===== config.mk =====
export PLATFORM = sky130hd
export DESIGN_NAME = clock_bcd_core
export DESIGN_NICKNAME = d
export VERILOG_FILES = /design/src/rtl/clock_defs.sv /design/src/rtl/bcd_mod_counter.sv /design/src/rtl/clock_bcd_core.sv
export SDC_FILE = /design/constraint.sdc
export NUM_CORES = 1
export LEC_CHECK = 0
export ABC_AREA = 1
export CORE_MARGIN = 5
export CORE_UTILIZATION = 45
export DETAILED_ROUTE_END_ITERATION = 7
export DONT_BUFFER_PORTS = 1
export PLACE_DENSITY = 0.63
export SKIP_CTS_REPAIR_TIMING = 1
export SLEW_MARGIN = 15
export SYNTH_ARGS = -nofsm -noshare
export SYNTH_HDL_FRONTEND = slang
export SYNTH_HIERARCHICAL = 1
export SYNTH_SLANG_ARGS = --single-unit

===== constraint.sdc =====
create_clock -name clk -period 6.6 [get_ports clk]
set_input_delay 1.32 -clock clk [delete_from_list [all_inputs] [get_ports clk]]
set_output_delay 1.32 -clock clk [all_outputs]
set_load 0.02 [all_outputs]

===== src/rtl/clock_defs.sv =====
// clock_defs: shared BCD widths, modulo limits and the BCD increment helper
package clock_defs;
  localparam int DW = 4;
  localparam logic [2*DW-1:0] SEC_MAX = 8'h59;
  localparam logic [2*DW-1:0] MIN_MAX = 8'h59;
  localparam logic [2*DW-1:0] HR_MAX  = 8'h23;
  function automatic logic [2*DW-1:0] bcd_next(input logic [2*DW-1:0] v, input logic [2*DW-1:0] max);
    return (v == max) ? 8'h00 : (v[3:0] == 4'd9) ? {v[7:4] + 4'd1, 4'd0} : {v[7:4], v[3:0] + 4'd1};
  endfunction
endpackage


===== src/rtl/bcd_mod_counter.sv =====
// bcd_mod_counter: two-digit BCD counter wrapping at MAX, with a second increment for coincident steps
module bcd_mod_counter
  import clock_defs::*;
#(
  parameter logic [2*DW-1:0] MAX = 8'h59
) (
  input  logic            clk,
  input  logic            RESETn,
  input  logic            inc,
  input  logic            inc2,
  input  logic            clr,
  output logic [2*DW-1:0] value,
  output logic            carry
);
  logic [2*DW-1:0] n1, n2;
  always_comb begin
    n1 = inc ? bcd_next(value, MAX) : value;
    n2 = inc2 ? bcd_next(n1, MAX) : n1;
  end
  assign carry = inc && (value == MAX);
  always_ff @(posedge clk or negedge RESETn)
    if (!RESETn) value <= '0;
    else value <= clr ? '0 : n2;
endmodule


===== src/rtl/clock_bcd_core.sv =====
// clock_bcd_core: 1 Hz prescaler plus BCD HH:MM:SS time-of-day counter with set buttons
module clock_bcd_core
  import clock_defs::*;
#(
  parameter int CLK_HZ = 50_000_000
) (
  input  logic          clk,
  input  logic          RESETn,
  input  logic          run_en,
  input  logic          set_min,
  input  logic          set_hr,
  output logic [DW-1:0] hr_tens,
  output logic [DW-1:0] hr_ones,
  output logic [DW-1:0] min_tens,
  output logic [DW-1:0] min_ones,
  output logic [7:0]    sec_bcd,
  output logic          colon_on,
  output logic          sec_tick
);
  localparam int PW = $clog2(CLK_HZ);
  logic [PW-1:0] pre;
  logic rel, s_min, p_min, s_hr, p_hr;
  logic tick, min_edge, hr_edge, sec_carry, min_carry, unused_hr_carry;
  logic [7:0] mins, hrs;
  assign tick     = run_en && (pre == PW'(CLK_HZ - 1));
  assign min_edge = s_min & ~p_min;
  assign hr_edge  = s_hr & ~p_hr;
  assign colon_on = pre < PW'(CLK_HZ / 2);
  // until the first clock after reset, prev tracks the raw level so a held button cannot fire
  always_ff @(posedge clk or negedge RESETn)
    if (!RESETn) begin
      rel      <= 1'b0;
      s_min    <= 1'b0;
      p_min    <= 1'b0;
      s_hr     <= 1'b0;
      p_hr     <= 1'b0;
      pre      <= '0;
      sec_tick <= 1'b0;
    end else begin
      rel      <= 1'b1;
      s_min    <= set_min;
      p_min    <= rel ? s_min : set_min;
      s_hr     <= set_hr;
      p_hr     <= rel ? s_hr : set_hr;
      pre      <= (min_edge || tick) ? '0 : pre + PW'(run_en);
      sec_tick <= tick & ~min_edge;
    end
  bcd_mod_counter #(.MAX(SEC_MAX)) u_sec (
    .clk(clk), .RESETn(RESETn), .inc(tick & ~min_edge), .inc2(1'b0), .clr(min_edge),
    .value(sec_bcd), .carry(sec_carry)
  );
  bcd_mod_counter #(.MAX(MIN_MAX)) u_min (
    .clk(clk), .RESETn(RESETn), .inc(min_edge | sec_carry), .inc2(1'b0), .clr(1'b0),
    .value(mins), .carry(min_carry)
  );
  // a set_hr press coinciding with a natural hour carry advances hours by two
  bcd_mod_counter #(.MAX(HR_MAX)) u_hr (
    .clk(clk), .RESETn(RESETn), .inc(hr_edge), .inc2(min_carry & ~min_edge), .clr(1'b0),
    .value(hrs), .carry(unused_hr_carry)
  );
  assign {hr_tens, hr_ones}   = hrs;
  assign {min_tens, min_ones} = mins;
endmodule


==> results.json <==
{
  "fin_setup_tns_ns": 0,
  "critPathRequiredTime_ns": 6.79,
  "hold_viol": 0,
  "worst-slew-pin-transition_ns": 0.686,
  "drt_wl_total_mm": 8.71,
  "fin_util_pct": 49.0,
  "start_kind": "input pin",
  "die_h_um": 107,
  "slowest_delay_ns": 0.38,
  "synth_top_cell_by_area": "dfrtp_1",
  "die-width_um": 107,
  "start_util_pct": 45.8,
  "yosys_warnings": 6,
  "synth_commonest_cells": "184 x nand2_1, 111 x nor2_1, 83 x inv_1",
  "drc": 0,
  "fp.dieArea_sq_um": 11400,
  "drt_iter0_drc": 112,
  "clockBufferDepth": 2,
  "gp_congestion": 0.901,
  "cp_common_cell": "nand2_1",
  "holdWs_ns": 0.505,
  "final_area_sq_um": 4480,
  "grt_overflow": 0,
  "grt_max_degree": 57,
  "io_pins": 31,
  "rsz0062_at_grt": "no",
  "fin_crit_sh_pct": 51.2,
  "ant_nets": 0,
  "synth-seq-area-share_pct": 33.4,
  "synth_top_area_share_pct": 33.4,
  "ys_ff_latch": 56,
  "outcome": "finished clean",
  "grt_pass1_vias": 3544,
  "rows": 35,
  "area_growth_pct": 6.83,
  "layout-drive-gt1-share_pct": 9.18,
  "finClkSkew_ns": 0.0240,
  "fillers": 948,
  "synth_ff_type": "dfrtp_1",
  "peakVddDrop_mv": 0.0891,
  "place_area_sq_um": 4350,
  "setup.worst_path.end_class": "flip-flop",
  "first_pass_iters": 5,
  "ys_top_cells_by_area": "dfrtp_1 33%, nand2_1 16%, nor2_1 9.9%",
  "ctsRootBufferMaster": "clkbuf_8",
  "vias_per_cell": 4.86,
  "max-slew-margin-rel_pct": 54.1,
  "path_max_fanout": 8,
  "finalSetupViolCount": 0,
  "dp_slack_ns": 2.86,
  "grt_util_all_layers_pct": 16.9,
  "slowest_stage": "nor2_1",
  "synth.most_common_cell": "nand2_1",
  "cts_max_level": 2,
  "nNetsFinal": 671,
  "clk_pin_slew_ns": 0.10,
  "ys_async_sr_fraction_pct": 100,
  "setup_ws_ns": 3.22,
  "n_antenna_cell": 0,
  "grt_pass1_wl_mm": 16.0,
  "synth_area_per_cell_sq_um": 6.71,
  "max_freq_ghz": 0.296,
  "synth_edf_count": 0,
  "antenna_found_initial": 0,
  "hp-class": "flip-flop to flip-flop",
  "critPathKind": "input pin to flip-flop",
  "crit_chain": "nand2_1, nor3_1, nand2_1, nor2_1, nand2_1, nor2_1, nand2_1, inv_1, or2_2, nand2_1, inv_1, inv_1, nor2_1, nand2_1, nor2_1, inv_1, nor2_8, inv_2, o21ai_1, nor2_1",
  "vias": 3665,
  "wl_per_cell_um": 11.6,
  "coreArea_sq_um": 9150,
  "dp_hpwl_mm": 7.00,
  "syn_area_sq_um": 4200,
  "cts_sinks": 56,
  "cellPowerDensity_nw_per_um2": 165,
  "syn_inst": 625,
  "drv_slew": 0,
  "io_buffers": 0,
  "clk-insertion-delay-late_ns": 0.31,
  "finalCriticalPeriod_ns": 3.38,
  "cts_tree": "done",
  "maxCapViolations": 0,
  "crit_arrival_ns": 3.57,
  "leakage_nw": 2.21,
  "cts_buffers": 5,
  "yosysUniqueCellTypes": 27
}
==> through the flow <==
stage                     total power [W]  std cells
after global placement           0.000483        747
after detailed placement         0.000486        747
after floorplan                  0.000469        639
after global routing             0.000785        754
after CTS                        0.000751        754
final                            0.000740        754
==> critical path: cells and delay by family <==
| family | cells | cell delay, ns |
|---|---|---|
| buf+inv | 5 | 0.29 |
| compound gates | 1 | 0.12 |
| simple gates | 14 | 1.81 |
==> sequential cells by signal (all words and copies together), names as in the netlist <==
name and flops:
pre 26, p_min 1, sec_tick 1, s_hr 1
u_sec/value 8, s_min 1, p_hr 1, rel 1
u_hr/value 8, u_min/value 8
==> power breakdown <==
| group | switching (W) | internal, W |
|---|---|---|
| registers | 0.0000311 | 0.000360 |
| logic | 0.0000556 | 0.0000325 |
| clock network | 0.000111 | 0.000149 |
| total | 0.000198 | 0.000542 |
==> cell families after synthesis <==
family / after synthesis / share of synthesized area (%)
fa+ha+maj: 23 / 6.86
simple gates: 410 / 43.8
other cells: 2 / 0.179
buf+inv: 90 / 8.59
xor+xnor: 18 / 3.76
flops: 56 / 33.4
compound gates: 26 / 3.40
==> final cells by class <==
| type | count | area (sq um) | share of cell area (%) |
|---|---|---|---|
| inverters | 87 | 327 | 7.29 |
| well taps | 111 | 139 | 3.10 |
| multi-input cells | 493 | 2490 | 55.5 |
| clock buffers | 5 | 68.8 | 1.54 |
| clock inverters | 2 | 60.1 | 1.34 |
| flip-flops and latches | 56 | 1400 | 31.3 |
==> final timing paths <==
check                      startpoint  slack, ns             to  depth (start not counted)
setup / recovery               run_en       3.22  u_hr/value[5]                         20
setup reg to reg               pre[5]       3.67  u_hr/value[5]                         20
hold / removal                    rel       0.50           p_hr                          1
max in group asynchronous      RESETn       5.79  u_hr/value[7]                          0
hold reg to reg                   rel       0.50           p_hr                          1
min in group asynchronous      RESETn       0.68         pre[0]                          0
==> layer usage <==
metal,up-vias,track usage [%],routed length (um)
met5,-,0,0
met4,0,3.56,78
met3,5,3.89,515
met2,61,28.8,4100
met1,1664,22.0,4010
li1,1935,-,-
==> cell usage in the layout, fill, tap and decap left out, types with 3 or more instances in the layout <==
| cell type | instances |
|---|---|
| nor3_1 | 6 |
| nand2_1 | 184 |
| nand4_1 | 9 |
| nor2_4 | 4 |
| clkbuf_8 | 5 |
| nor2_8 | 3 |
| nand3_2 | 3 |
| o21bai_1 | 3 |
| o21ai_0 | 9 |
| nand3_1 | 49 |
| nor2_2 | 20 |
| a21oi_1 | 11 |
| ha_1 | 23 |
| inv_1 | 83 |
| xnor2_1 | 10 |
| inv_2 | 4 |
| dfrtp_1 | 56 |
| nor2_1 | 111 |
| conb_1 | 16 |
| nand2_2 | 16 |
| xor2_1 | 8 |
(Power assumes the default switching activity.)
